File: src/rtl/knn_ctrl.sv
// knn_ctrl: sequencer for a K-slot nearest-neighbour core.
//
// For one test point, the controller:
//   1. clears the core,
//   2. streams n_points training entries from memory into the core,
//   3. runs a majority vote over the nearest min(n_points, K) slots,
//   4. reports the winning label.
//
// Ports:
//   clk, rst          clock and synchronous active-high reset
//   start, n_points,  classification request; sampled only in IDLE
//   test_x, test_y
//   mem_en, mem_addr  training-memory read strobe and address
//   mem_rdata         {label, x, y}; valid one cycle after mem_en
//   core_clr, core_we core neighbour-list clear and write strobes
//   core_ax/ay        registered test point
//   core_bx/by/label  operands taken straight from mem_rdata
//   core_labels       slot labels; slot 0 (nearest) is in bits [7:0]
//   busy, done        status; done is a one-cycle pulse
//   result_label      winning label (8'hFF when n_points is 0)
//   cycle_cnt         busy-cycle counter
//
// Optional feature: define KNN_CTRL_CNT_EN to build the cycle counter.
// Otherwise cycle_cnt is tied to zero.
module knn_ctrl #(
    parameter int K   = 10,
    parameter int N_W = 16
) (
    input  logic             clk,
    input  logic             rst,
    input  logic             start,
    input  logic [N_W-1:0]   n_points,
    input  logic [15:0]      test_x,
    input  logic [15:0]      test_y,
    output logic             mem_en,
    output logic [N_W-1:0]   mem_addr,
    input  logic [39:0]      mem_rdata,
    output logic             core_clr,
    output logic             core_we,
    output logic [15:0]      core_ax,
    output logic [15:0]      core_ay,
    output logic [15:0]      core_bx,
    output logic [15:0]      core_by,
    output logic [7:0]       core_label,
    input  logic [8*K-1:0]   core_labels,
    output logic             busy,
    output logic             done,
    output logic [7:0]       result_label,
    output logic [31:0]      cycle_cnt
);

    localparam int M_W = $clog2(K + 1);

    typedef enum logic [2:0] {
        S_IDLE,
        S_CLEAR,
        S_STREAM,
        S_DRAIN,
        S_VOTE,
        S_DONE
    } state_t;

    state_t         state;
    logic [N_W-1:0] n_reg;
    logic [M_W-1:0] m_reg;
    logic [M_W-1:0] vote_idx;
    logic [M_W-1:0] best_cnt;
    logic [7:0]     best_label;

    logic [7:0]     cur_label_s;
    logic [M_W-1:0] cur_cnt_s;
    logic           cur_wins_s;

    // Write operands come straight from the memory data in the cycle after each read.
    assign core_bx    = mem_rdata[31:16];
    assign core_by    = mem_rdata[15:0];
    assign core_label = mem_rdata[39:32];

    // Vote datapath: label of the slot under test, and how many active slots share it.
    always_comb begin
        cur_label_s = 8'd0;
        cur_cnt_s   = {M_W{1'b0}};
        for (int j = 0; j < K; j++) begin
            cur_label_s = cur_label_s |
                          (core_labels[j*8 +: 8] & {8{vote_idx == M_W'(j)}});
        end
        for (int j = 0; j < K; j++) begin
            // Slots at or beyond M hold no training point and do not vote.
            cur_cnt_s = cur_cnt_s +
                        M_W'((M_W'(j) < m_reg) && (core_labels[j*8 +: 8] == cur_label_s));
        end
        // Strictly greater only, so on a tie the nearer slot keeps the lead.
        cur_wins_s = (cur_cnt_s > best_cnt);
    end

    // Main controller FSM with registered outputs.
    always_ff @(posedge clk) begin
        if (rst) begin
            state        <= S_IDLE;
            n_reg        <= {N_W{1'b0}};
            m_reg        <= {M_W{1'b0}};
            vote_idx     <= {M_W{1'b0}};
            best_cnt     <= {M_W{1'b0}};
            best_label   <= 8'd0;
            mem_en       <= 1'b0;
            mem_addr     <= {N_W{1'b0}};
            core_clr     <= 1'b0;
            core_we      <= 1'b0;
            core_ax      <= 16'd0;
            core_ay      <= 16'd0;
            busy         <= 1'b0;
            done         <= 1'b0;
            result_label <= 8'hFF;
        end else begin
            done     <= 1'b0;
            core_clr <= 1'b0;
            // Read data lands one cycle after each stream cycle, so the write follows it.
            core_we  <= (state == S_STREAM);
            case (state)
                S_IDLE: begin
                    if (start) begin
                        busy <= 1'b1;
                        if (n_points != {N_W{1'b0}}) begin
                            n_reg    <= n_points;
                            core_ax  <= test_x;
                            core_ay  <= test_y;
                            m_reg    <= (n_points >= N_W'(K)) ? M_W'(K)
                                                               : n_points[M_W-1:0];
                            core_clr <= 1'b1;
                            state    <= S_CLEAR;
                        end else begin
                            result_label <= 8'hFF;
                            done         <= 1'b1;
                            state        <= S_DONE;
                        end
                    end
                end
                S_CLEAR: begin
                    mem_en   <= 1'b1;
                    mem_addr <= {N_W{1'b0}};
                    state    <= S_STREAM;
                end
                S_STREAM: begin
                    if (mem_addr == n_reg - N_W'(1)) begin
                        mem_en <= 1'b0;
                        state  <= S_DRAIN;
                    end else begin
                        mem_addr <= mem_addr + N_W'(1);
                    end
                end
                S_DRAIN: begin
                    vote_idx   <= {M_W{1'b0}};
                    best_cnt   <= {M_W{1'b0}};
                    best_label <= 8'd0;
                    state      <= S_VOTE;
                end
                S_VOTE: begin
                    if (cur_wins_s) begin
                        best_cnt   <= cur_cnt_s;
                        best_label <= cur_label_s;
                    end
                    if (vote_idx == m_reg - M_W'(1)) begin
                        result_label <= cur_wins_s ? cur_label_s : best_label;
                        done         <= 1'b1;
                        state        <= S_DONE;
                    end else begin
                        vote_idx <= vote_idx + M_W'(1);
                    end
                end
                S_DONE: begin
                    busy  <= 1'b0;
                    state <= S_IDLE;
                end
                default: begin
                    busy   <= 1'b0;
                    mem_en <= 1'b0;
                    state  <= S_IDLE;
                end
            endcase
        end
    end

`ifdef KNN_CTRL_CNT_EN
    // Busy-cycle counter: cleared on an accepted start, frozen once DONE is reached.
    always_ff @(posedge clk) begin
        if (rst) begin
            cycle_cnt <= 32'd0;
        end else if ((state == S_IDLE) && start) begin
            cycle_cnt <= 32'd0;
        end else if ((state != S_IDLE) && (state != S_DONE)) begin
            cycle_cnt <= cycle_cnt + 32'd1;
        end
    end
`else
    assign cycle_cnt = 32'd0;
`endif

endmodule

File: config.mk
export PLATFORM = sky130hd
export DESIGN_NAME = knn_ctrl
export DESIGN_NICKNAME = d
export VERILOG_FILES = /design/src/rtl/knn_ctrl.sv
export SDC_FILE = /design/constraint.sdc
export NUM_CORES = 1
export LEC_CHECK = 0
export BUFFER_PORTS_ARGS = -buffer_cell sky130_fd_sc_hd__buf_4
export CORE_ASPECT_RATIO = 0.5
export CORE_MARGIN = 5
export CORE_UTILIZATION = 49
export CTS_BUF_LIST = sky130_fd_sc_hd__clkbuf_8 sky130_fd_sc_hd__clkbuf_16
export CTS_CLUSTER_DIAMETER = 100
export DETAILED_ROUTE_END_ITERATION = 8
export PLACE_DENSITY = 0.82
export SLEW_MARGIN = 20
export SYNTH_ARGS = -nofsm -noshare
export SYNTH_HDL_FRONTEND = slang
export SYNTH_SLANG_ARGS = --single-unit
File: constraint.sdc
create_clock -name clk -period 9.45 [get_ports clk]
set_input_delay 0.4725 -clock clk [delete_from_list [all_inputs] [get_ports clk]]
set_output_delay 0.4725 -clock clk [all_outputs]
set_load 0.005 [all_outputs]
## Yosys cells after proc, flatten, opt, wreduce, memory -nomap -nowiden

Cells that the tools add are included.

- Flip-flop bits (word level): 100
- Latch bits: 0
- Bits in writable memories: 0
- Memory bits (read-only): 0
- Output and inout bits: 133
- Memories kept: 0

- $add $sub $neg: 13
- Multipliers: 0
- Div/mod/pow operators: 0
- Order comparisons: 12
- Eq/ne operators: 33
- Shift-type cells: 0
- Muxes and demuxes: 27
- Bitwise operators: 23
- Reduce and logical (&&, ||, !) cells: 27

Operators with widths:

| kind | number |
|---|---|
| 8-bit bitwise AND | 10 |
| 8-bit == test | 10 |
| 8-bit OR | 9 |
| 8-bit 2-to-1 mux | 4 |
| 16-bit one-hot mux with 2 select lines | 1 |
| 8-bit one-hot mux with 2 select lines | 2 |
| 4-bit by 1-bit adder with 4-bit output | 6 |
| 16-bit by 1-bit adder with 16-bit output (second input constant) | 1 |
| 16-bit == test | 1 |
| 4-bit by 3-bit == test with 1-bit output (second input constant) | 4 |
| 16-bit by 4-bit greater-or-equal comparator with 1-bit output (second input constant) | 1 |
| 3-bit by 4-bit < comparator with 1-bit output (first input constant) | 4 |
| 16-bit 2-to-1 mux | 1 |
| 4-bit one-hot mux with 2 select lines | 2 |
| 16-bit nonzero test | 1 |
| 16-bit by 1-bit subtractor with 16-bit output (second input constant) | 1 |
| 3-bit one-hot mux with 5 select lines | 1 |
| 3-bit 2-to-1 mux | 4 |
| 4-bit 2-to-1 mux | 3 |
| 2-bit != test (second input constant) | 6 |
| 1-bit logical AND | 10 |
| 2-bit AND reduction | 5 |
| 4-bit by 2-bit == test with 1-bit output (second input constant) | 2 |
| 4-bit == test (second input constant) | 2 |
| 26 further kinds | 44 |

## Logic depth before layout (Yosys ltp)

Gate-level depths: netlist of the first run.

- Depth after elaboration: 26
- Depth in mapped cells: 29

## Worst setup path before layout of the first run

No wires, ideal clock.

- Path kind: reg-to-reg
- Start: register vote_idx[0]
- End: register result_label[1]
- Library setup time: 0.123 ns
- Data arrival time: 6.736 ns
- Data required time: 9.327 ns
- Path slack: 2.591 ns
- Cell stages (with the launch flop): 27
- Path through: dfxtp_1 -> inv_1 -> ha_1 -> clkbuf_1 -> a222oi_1 -> nand2_1 -> a31oi_1 -> buf_1 -> xor2_1 -> nand4_1 -> a211oi_1 -> nand4_1 -> fa_1 -> fa_1 -> inv_1 -> fa_1 -> ha_1 -> fa_1 -> ha_1 -> nor2b_1 -> o21a_1 -> o21a_1 -> o21ai_1 -> clkbuf_1 -> o211a_1 -> a21oi_1 -> or2_2

- Longest elaborated chain between the ends: 26
- Elaborated cells on any way between the ends: 65

RTL lines:

| what | line | text |
|---|---|---|
| from (decl) | 66 | `logic [M_W-1:0] vote_idx;` |
| from (signal assigned) | 102 | `vote_idx <= {M_W{1'b0}};` |
| from (signal assigned) | 152 | `vote_idx <= {M_W{1'b0}};` |
| from (signal assigned) | 167 | `vote_idx <= vote_idx + M_W'(1);` |
| 4-bit by 1-bit == test with 1-bit output or 4-bit zero test (tied branches) | 85 | `(core_labels[j*8 +: 8] & {8{vote_idx == M_W'(j)}});` |
| 8-bit bitwise AND | 85 |  |
| 8-bit OR (9 in series) | 84 | `cur_label_s = cur_label_s \|` |
| 8-bit == test | 90 | `M_W'((M_W'(j) < m_reg) && (core_labels[j*8 +: 8] == cur_label_s));` |
| 1-bit logical AND | 90 |  |
| 1-bit by 1-bit adder with 2-bit output | 89 | `cur_cnt_s = cur_cnt_s +` |
| 2-bit by 1-bit adder with 3-bit output | 89 |  |
| 3-bit by 1-bit adder with 4-bit output | 89 |  |
| 4-bit by 1-bit adder with 4-bit output (6 in series) | 89 |  |
| 4-bit greater-than comparator | 93 | `cur_wins_s = (cur_cnt_s > best_cnt);` |
| 8-bit 2-to-1 mux | n/a |  |
| 8-bit 2-to-1 mux | 162 | `if (vote_idx == m_reg - M_W'(1)) begin` |
| 8-bit one-hot mux with 2 select lines | 119 | `case (state)` |
| to (signal assigned) | 163 | `result_label <= cur_wins_s ? cur_label_s : best_label;` |
| to (decl) | 48 | `output logic [7:0] result_label,` |

Several ways; a longest one is shown, not always the timed one. The select of a mux whose other input is x is not followed.
A chain may end at the register's enable or synchronous reset.

## Worst setup path after layout of the first run

- Start: register vote_idx[1]
- End: register result_label[6]

The elaborated chain is that of the path after synthesis.

==> results.cfg, run 1 <==
[routing]
wl_met1_um = 8520
drc = 0
drtIter0Drc = 678
wl_per_cell_um = 17.9
wl_met2_um = 10600
top_layer = met4
firstDrtPassIters = 8
wl_met3_um = 1980
num_vias = 6753
via_per_inst = 5.56
detail-route-antenna-nets = 0
wirelength_um = 21700

[yosys]
yosys.area_share.simple_pct = 22.1
synth_fa_ha_area_share_pct = 4.44
synth-seq-area-share_pct = 28.8
async_flop_share_pct = 0
ys_types = 57
synth.area.mux_share_pct = 0.577
syn_inst = 895
synth_area_per_cell_um2 = 7.75
ys.flop_type = dfxtp_1
ys_ff_latch = 100
synth_edf_count = 0
synth_compound_area_share_pct = 18.3
synth_xor_area_share_pct = 13.6
synth_top_family_by_area = simple AND/OR/NAND/NOR gates
yosys_warnings = 0
synthesis.area_mm2 = 0.00694

[critical_path]
critPathMaxStageDelay_ps = 730
critPathKind = register to register
start_kind = register
crit_family = adder cells
cp.arrival_ps = 7700
endpoint_kind = register
cp.buffers_inverters = 4
crit_cells = 26
crit_fanout = 24
slowest_stage = a31oi_1
crit_top_cell = fa_1
cp_data_required_time_ps = 9680
r2r_cells = 26

[floorplan]
rows = 30
die_y_um = 94.1
core_mm2 = 0.0137
die-area_mm2 = 0.0168
dieWidth_um = 178
initial_core_util_pct = 50.6
boundaryPins = 304

[sta]
setup_viol = 0
tightest_slew_ps = 1010
drv_slew = 0
post-route-period-util_pct = 79.0
slew_headroom_pct = 32.4
fmax_mhz = 134
skew_ps = 3.68
hold_violations = 0
min_period_ps = 7470
finalSetupTns_ps = 0
rsz0062_at_grt = false

[pwr]
powerDensity_mw_per_mm2 = 143
power.total_uw = 1210
peakVddDrop_v = 0.0000976
p_leak_uw = 0.00364

[place]
placed_cells = 1198
gp_congestion = 0.939
dpl.hpwl_um = 16900
portBuffers = 191
placed_cell_area_mm2 = 0.00808

[global_route]
track_usage_pct = 24.8
grt_start_max_net_pins = 84
first_global_vias = 6461
antenna_found_initial = 0
grt_pass1_wl_um = 33800
grt_overflow = 0

[hold_path]
min_path_type = input port to register
hold_depth = 3

[final_layout]
diodes = 0
register_area_mm2 = 0.00200
fin_area_mm2 = 0.00841
fillers = 1273
areaGrowthSynthToFinish_pct = 21.2
stdcell_count = 1214
multi_input_area_mm2 = 0.00422
finalCoreUtilization_pct = 61.4
nNetsFinal = 1209
drive_gt1_share_pct = 22.6

[clock_network]
path_clk_slew_ps = 70
h-tree-depth = 3
clkSinkCount = 100
post_cts_buffers = 0
clk_path_buf_depth = 2
holdBufCountCts = 0
cts_tree = done
cts_made_buffers = 9
cts-root-buf = clkbuf_16
post_cts_resized = 0
clk_latency_ps = 340

[run]
cap_violations = 0

[run_status]
status = finished, final reports clean
## tightest hold or removal path, delay by kind of cell
kind	cells	cell delay, ps
AO/OA/AOI/OAI	1	50
buffers and inverters	1	110
AND/OR/NAND/NOR	1	40
## cells in the final DEF (no fill, tap or decap), types with 3 or more instances in the layout
cell,count
o21a_1,7
dfxtp_1,100
o21ai_1,9
o211ai_1,8
inv_1,21
xnor2_1,29
a211oi_1,4
nand3b_1,3
a221o_1,3
conb_1,32
nand3_1,21
a21o_1,3
o31ai_1,3
nand4_1,22
nand2_1,133
o21ai_0,6
and4_1,3
a31oi_1,8
nor3_1,15
and3_1,9
ha_1,15
xor2_1,79
or4_1,9
or2_2,6
and2_1,4
clkbuf_16,9
nand2b_1,7
nor4_1,12
buf_4,204
o21bai_1,3
fa_1,6
a21oi_1,100
mux2i_1,4
a22oi_1,36
or3_1,11
nor2_1,44
## power by group
group	switching (uW)	leakage (uW)	total, uW	internal (uW)
combinational	176	0.00266	320	144
clock	158	0.000166	405	247
sequential	30.2	0.000815	481	451
total	365	0.00364	1210	842
## cells by family after synthesis
logic type	after synthesis
AOI/OAI and AO/OA	203
xor gates and xnor gates	108
adders and majority gates	21
buffers and inverters	145
DFF	100
muxes	4
other	1
and+or+nand+nor	313
## final timing paths
path	start	endpoint	slack, ps
worst max-delay path	vote_idx[1]	result_label[6]	1980
worst min-delay path	test_y[3]	core_ay[3]	370
worst max register to register	vote_idx[1]	result_label[6]	1980
worst min register to register	core_ax[7]	core_ax[7]	450
## layer usage
metal	up-vias	track usage (%)
met1	3138	29.8
met4	0	8.68
met2	318	43.5
met3	46	6.23
met5	-	0
li1	3251	-
## cells in the mapped netlist (12+ instances only)
cell type	number	area [um^2]
nand2_1	133	499
a21oi_1	100	500
dfxtp_1	100	2000
xor2_1	79	692
buf_4	74	556
nor2_1	44	165
clkbuf_1	41	154
a22oi_1	36	270
xnor2_1	29	254
nand4_1	22	138
inv_1	21	78.8
nand3_1	21	105
nor3_1	16	80.1
ha_1	15	188
nor4_1	12	75.1
## final cells by class
cell class	count	share of cell area, %
repair buffers	204	18.2
multi-input cells	681	50.2
clock buffers	11	3.00
well taps	192	2.86
flip-flops and latches	100	23.8
inverters	21	0.937
clock inverters	5	0.982
## stage by stage
step | hold slack, ps | setup WS (ps)
after floorplan | 444 | 2590
after global placement | 443 | 2290
after detailed placement | 448 | 2110
after CTS | 358 | 2080
after global routing | 364 | 1440
final | 372 | 1980
(Power assumes the default switching activity.)
==> run 2, diff against run 1 <==
--- a/config.mk
+++ b/config.mk
@@ -5,14 +5,15 @@
 export SDC_FILE = /design/constraint.sdc
 export NUM_CORES = 1
 export LEC_CHECK = 0
+export ABC_AREA = 1
 export BUFFER_PORTS_ARGS = -buffer_cell sky130_fd_sc_hd__buf_4
 export CORE_ASPECT_RATIO = 0.5
 export CORE_MARGIN = 5
-export CORE_UTILIZATION = 49
+export CORE_UTILIZATION = 45
 export CTS_BUF_LIST = sky130_fd_sc_hd__clkbuf_8 sky130_fd_sc_hd__clkbuf_16
 export CTS_CLUSTER_DIAMETER = 100
 export DETAILED_ROUTE_END_ITERATION = 8
-export PLACE_DENSITY = 0.82
+export PLACE_DENSITY = 0.78
 export SLEW_MARGIN = 20
 export SYNTH_ARGS = -nofsm -noshare
 export SYNTH_HDL_FRONTEND = slang
==> constraint.sdc (replaced) <==
create_clock -name clk -period 6.85 [get_ports clk]
set_input_delay 0.3425 -clock clk [delete_from_list [all_inputs] [get_ports clk]]
set_output_delay 0.3425 -clock clk [all_outputs]
set_load 0.005 [all_outputs]
==> results.cfg, run 2 <==
[run_status]
status = finished, final reports clean

[critical_path]
cp_data_required_time_ps = 7120
critPathKind = register to register
crit_fanout = 17
r2r-start = vote_idx[1]
endpoint_kind = register
r2r_cells = 25
start_kind = register
cp.arrival_ps = 6700
startpoint = vote_idx[1]

[clock_network]
path_clk_slew_ps = 70
post_cts_buffers = 0
cts_tree = done
h-tree-depth = 3
cts-root-buf = clkbuf_16
holdBufCountCts = 0
clkSinkCount = 100
cts_made_buffers = 9
clk_latency_ps = 340
clk_path_buf_depth = 2

[sta]
tightest_slew_ps = 715
rsz0062_at_grt = false
finalSetupTns_ps = 0
hold_violations = 0
post-route-period-util_pct = 93.9
slew_headroom_pct = 52.0
min_period_ps = 6430
fmax_mhz = 155
setup_viol = 0
skew_ps = 5.74
drv_slew = 0
postLayoutSetupSlackWorst_ps = 418

[yosys]
yosysMostFrequentCell = nand2_1
ys_types = 47
syn_inst = 1209
synth_edf_count = 0
synth_top_cells_by_area = dfxtp_1, nand2_1, nor2_1, buf_4, inv_1
synth-seq-area-share_pct = 26.0
async_flop_share_pct = 0
yosys_warnings = 0
ys.flop_type = dfxtp_1
synth_area_per_cell_um2 = 6.37
ys_ff_latch = 100
synth_top_area_share_pct = 26.0
synthesis.area_mm2 = 0.00770
yosysTopAreaCell = dfxtp_1
netlist_top_cells_count = nand2_1, nor2_1, inv_1, dfxtp_1, nand3_1

[routing]
wl_per_cell_um = 16.9
firstDrtPassIters = 5
drc = 0
drtIter0Drc = 672
detail-route-antenna-nets = 0
num_vias = 8169
wirelength_um = 26400
via_per_inst = 5.21

[place]
portBuffers = 191
gp_congestion = 0.982
dpl.hpwl_um = 21200
pre_cts_ws_ps = -97.8

[run]
cap_violations = 0

[global_route]
grt_overflow = 0
grt_start_max_net_pins = 61
first_global_vias = 7664
antenna_found_initial = 0
grt_pass1_wl_um = 40100
track_usage_pct = 24.9

[final_layout]
finalCoreUtilization_pct = 55.2
drive_gt1_share_pct = 19.5
diodes = 0
multi_input_area_mm2 = 0.00459
final_common_cell = nand2_1
final_cell_mix = nand2_1, nor2_1, buf_4
register_area_mm2 = 0.00200
nNetsFinal = 1528
areaGrowthSynthToFinish_pct = 18.7
fillers = 1683

[pwr]
peakVddDrop_v = 0.000159
power.total_uw = 2790
p_leak_uw = 0.00432
powerDensity_mw_per_mm2 = 305

[floorplan]
initial_core_util_pct = 46.5
boundaryPins = 304
rows = 33
dieWidth_um = 195
core_mm2 = 0.0166
die_y_um = 102
die-area_mm2 = 0.0200

[hold_path]
hold_depth = 3
worstHoldStart = test_y[2]
min_path_type = input port to register
-- run 2: logic make-up (layout without fill, tap and decap cells) --
| kind of cell | after synthesis | after routing | synth area share [%] |
|---|---|---|---|
| and+or+nand+nor | 598 | 598 | 34.0 |
| buffers and inverters | 249 | 350 | 16.4 |
| AOI/OAI and AO/OA | 181 | 181 | 12.8 |
| DFF | 100 | 100 | 26.0 |
| xor gates and xnor gates | 59 | 59 | 6.71 |
| adders and majority gates | 21 | 21 | 4.00 |
| other | 1 | 32 | 0.0487 |
-- run 2: path summary, 6_finish.rpt --
| path | endpoint | slack, ps |
|---|---|---|
| setup / recovery | best_cnt[1] | 420 |
| hold / removal | core_ay[2] | 250 |
| setup reg to reg | best_cnt[1] | 420 |
| hold reg to reg | best_cnt[2] | 470 |
-- run 2: per-stage QoR --
step,instance area (um^2),cells,hold slack (ps)
global placement,8820,1552,451
global route,9140,1568,253
detailed placement,8820,1552,460
floorplan,7810,1240,440
CTS,9100,1568,236
finish,9140,1568,250
-- run 2: metal layers --
| layer | up-vias | global-route usage [%] | share of wire, % | routed length [um] |
|---|---|---|---|---|
| met5 | - | 0.926 | 0 | 0 |
| met4 | 0 | 7.40 | 2.1 | 554 |
| met3 | 37 | 5.93 | 8.8 | 2310 |
| met2 | 347 | 43.4 | 48 | 12600 |
| met1 | 3763 | 31.0 | 42 | 11000 |
| li1 | 4022 | - | - | - |
-- run 2: power breakdown --
group          total [uW]  internal (uW)  switching (uW)
clock network         489            252             237
registers             836            729             107
logic                1470            532             933
-- run 2: area by class of cell --
| class | instances | share of cell area [%] |
|---|---|---|
| inverters | 140 | 5.75 |
| multi-input cells | 891 | 50.2 |
| flip-flops and latches | 100 | 21.9 |
| clock inverters | 7 | 0.630 |
| well taps | 227 | 3.11 |
| repair buffers | 194 | 15.9 |
| clock buffers | 9 | 2.47 |
-- run 2: critical path: stages (launching register included) --
cell and delay [ps]:
dfxtp_1 450, inv_1 100, ha_1 290, nand3_1 350, nor2_1 90, nor3_2 320, nand2_2 300, xor2_1 220
nand2_1 70, nor2_1 160, nand3_1 130, fa_1 500, fa_1 560, inv_1 60, fa_1 470, ha_1 240
fa_1 490, ha_1 320, inv_1 70, nor2_1 30, o21ai_0 160, a32o_2 360, nor2_1 160, nor2_1 230
nand2_1 90, a21oi_1 120
-- run 2: timing repair --
| item | CTS | global route |
|---|---|---|
| pin swaps | 0 | 1 |
| gates resized for setup | 1 | 9 |
| setup endpoints to repair | 4 | 20 |
==> run 3, diff against run 2 <==
--- a/config.mk
+++ b/config.mk
@@ -5,11 +5,10 @@
 export SDC_FILE = /design/constraint.sdc
 export NUM_CORES = 1
 export LEC_CHECK = 0
-export ABC_AREA = 1
 export BUFFER_PORTS_ARGS = -buffer_cell sky130_fd_sc_hd__buf_4
 export CORE_ASPECT_RATIO = 0.5
 export CORE_MARGIN = 5
-export CORE_UTILIZATION = 45
+export CORE_UTILIZATION = 44
 export CTS_BUF_LIST = sky130_fd_sc_hd__clkbuf_8 sky130_fd_sc_hd__clkbuf_16
 export CTS_CLUSTER_DIAMETER = 100
 export DETAILED_ROUTE_END_ITERATION = 8
==> results.cfg, run 3 (synthesis gave the netlist of run 1 again) <==
[sta]
post-route-period-util_pct = 97.6
drv_slew = 0
hold_violations = 0
skew_ps = 9.45
fmax_mhz = 150
setup_viol = 0
slew_headroom_pct = 29.6
finalSetupTns_ps = 0
tightest_slew_ps = 1060
postLayoutSetupSlackWorst_ps = 163
min_period_ps = 6690

[routing]
num_vias = 6935
wirelength_um = 22100
detail-route-antenna-nets = 0
firstDrtPassIters = 5
drtIter0Drc = 520
via_per_inst = 5.52
drc = 0
wl_per_cell_um = 17.6

[critical_path]
endpoint_kind = register
critPathKind = register to register
r2r-start = vote_idx[3]
slowest_stage = dfxtp_1
cp.arrival_ps = 6930
r2r_end = result_label[6]
crit_top_cell = fa_1
critPathMaxStageDelay_ps = 530
r2r_slack_ps = 160
r2r_cells = 24
cp_data_required_time_ps = 7100
cp_cell_sequence = inv_1 -> a221oi_1 -> a311oi_1 -> a21oi_1 -> buf_4 -> xor2_1 -> nand4_1 -> nor4_1 -> fa_1 -> inv_1 -> fa_1 -> inv_1 -> fa_1 -> ha_1 -> fa_1 -> ha_1 -> nor2b_1 -> o21a_1 -> o21a_1 -> o21ai_4 -> nor2_1 -> a211oi_2 -> a21oi_1 -> or2_2
crit_fanout = 11
start_kind = register

[global_route]
grt_pass1_wl_um = 33800
grt_overflow = 0
antenna_found_initial = 0
first_global_vias = 6584
track_usage_pct = 22.0
grt_start_max_net_pins = 84

[final_layout]
drive_gt1_share_pct = 26.1
nNetsFinal = 1239
fillers = 1438
final_common_cell = buf_4
areaGrowthSynthToFinish_pct = 25.9
stdcell_count = 1256
final_cell_mix = buf_4, nand2_1, a21oi_1
diodes = 0

[clock_network]
cts_made_buffers = 9
clk_latency_ps = 350
clkSinkCount = 100
path_clk_slew_ps = 80
h-tree-depth = 3
cts_tree = done
cts-root-buf = clkbuf_16
clk_path_buf_depth = 2

[place]
placed_cells = 1230
dpl.hpwl_um = 17000
portBuffers = 191
pre_cts_ws_ps = 49.9
gp_congestion = 1.06

[pwr]
p_leak_uw = 0.00379
power.total_uw = 1650
peakVddDrop_v = 0.000176
powerDensity_mw_per_mm2 = 189

[floorplan]
die_y_um = 98.8
dieWidth_um = 188
core_mm2 = 0.0154
die-area_mm2 = 0.0185
boundaryPins = 304
rows = 32
initial_core_util_pct = 45.0

[hold_path]
worstHoldStart = test_x[10]
min_to = core_ax[10]
hold_depth = 3
min_path_type = input port to register

[run]
cap_violations = 0

[run_status]
status = finished, final reports clean
## run 3: changes by cell type in the layout (fill, tap and decap cells not counted), sizes merged, moves of 38 or more
cell,previous run,this run
nand3,97,21
inv,140,25
nand2,231,133
a21oi,62,100
buf,194,234
nor2,219,44
o21ai,88,15
## run 3: repair_timing
| action | in CTS | in global routing |
|---|---|---|
| resized for setup | 0 | 21 |
| setup buffers | 0 | 10 |
| hold buffers | 0 | 0 |
| endpoints found under the setup margin | 0 | 20 |
## run 3: how the worst max path moves through the flow
stage | from | end | slack [ps] | cells past startpoint
6_report | vote_idx[3] | result_label[6] | 160 | 24
5_1_grt | vote_idx[3] | result_label[6] | -140 | 24
4_1_cts | vote_idx[0] | result_label[1] | 30 | 26
3_5_place_dp | vote_idx[0] | result_label[1] | 50 | 26
3_3_place_gp | vote_idx[0] | result_label[1] | 210 | 26
2_1_floorplan | vote_idx[0] | result_label[1] | 30 | 27
## run 3: cell type report
| cell class | count | area (um^2) | share of cell area [%] |
|---|---|---|---|
| Inverter | 21 | 78.8 | 0.903 |
| Clock buffer | 9 | 225 | 2.58 |
| Timing Repair Buffer | 234 | 1770 | 20.3 |
| Multi-Input combinational cell | 681 | 4310 | 49.3 |
| Clock inverter | 7 | 88.8 | 1.02 |
| Tap cell | 204 | 255 | 2.92 |
| Sequential cell | 100 | 2000 | 23.0 |
## run 3: metrics by stage
step	area, um^2	util [%]	hold WS, ps
3_5_place_dp	8240	53.5	447
2_1_floorplan	7060	-	444
4_1_cts	8560	55.5	223
3_3_place_gp	8240	53.5	442
5_1_grt	8730	56.7	222
6_report	8730	56.7	230
## run 3: metal layers
| metal | wire length, um | vias to the layer above | GRT usage, % |
|---|---|---|---|
| li1 | - | 3308 | - |
| met1 | 9340 | 3259 | 27.8 |
| met2 | 10200 | 319 | 36.5 |
| met3 | 2010 | 49 | 6.83 |
| met4 | 518 | 0 | 6.09 |
| met5 | 0 | - | 0 |
## run 3: worst max-delay path, delay by kind of cell, from the launching register on
kind | cells | cell delay, ps
and+or+nand+nor | 5 | 1100
buffers and inverters | 4 | 740
xor gates and xnor gates | 1 | 310
AOI/OAI and AO/OA | 8 | 1560
DFF | 1 | 530
adders and majority gates | 6 | 2320
## run 3: power breakdown
group	internal [uW]	total [uW]	switching (uW)
registers	621	662	40.2
clock network	265	527	262
logic	211	458	246
total	1100	1650	549
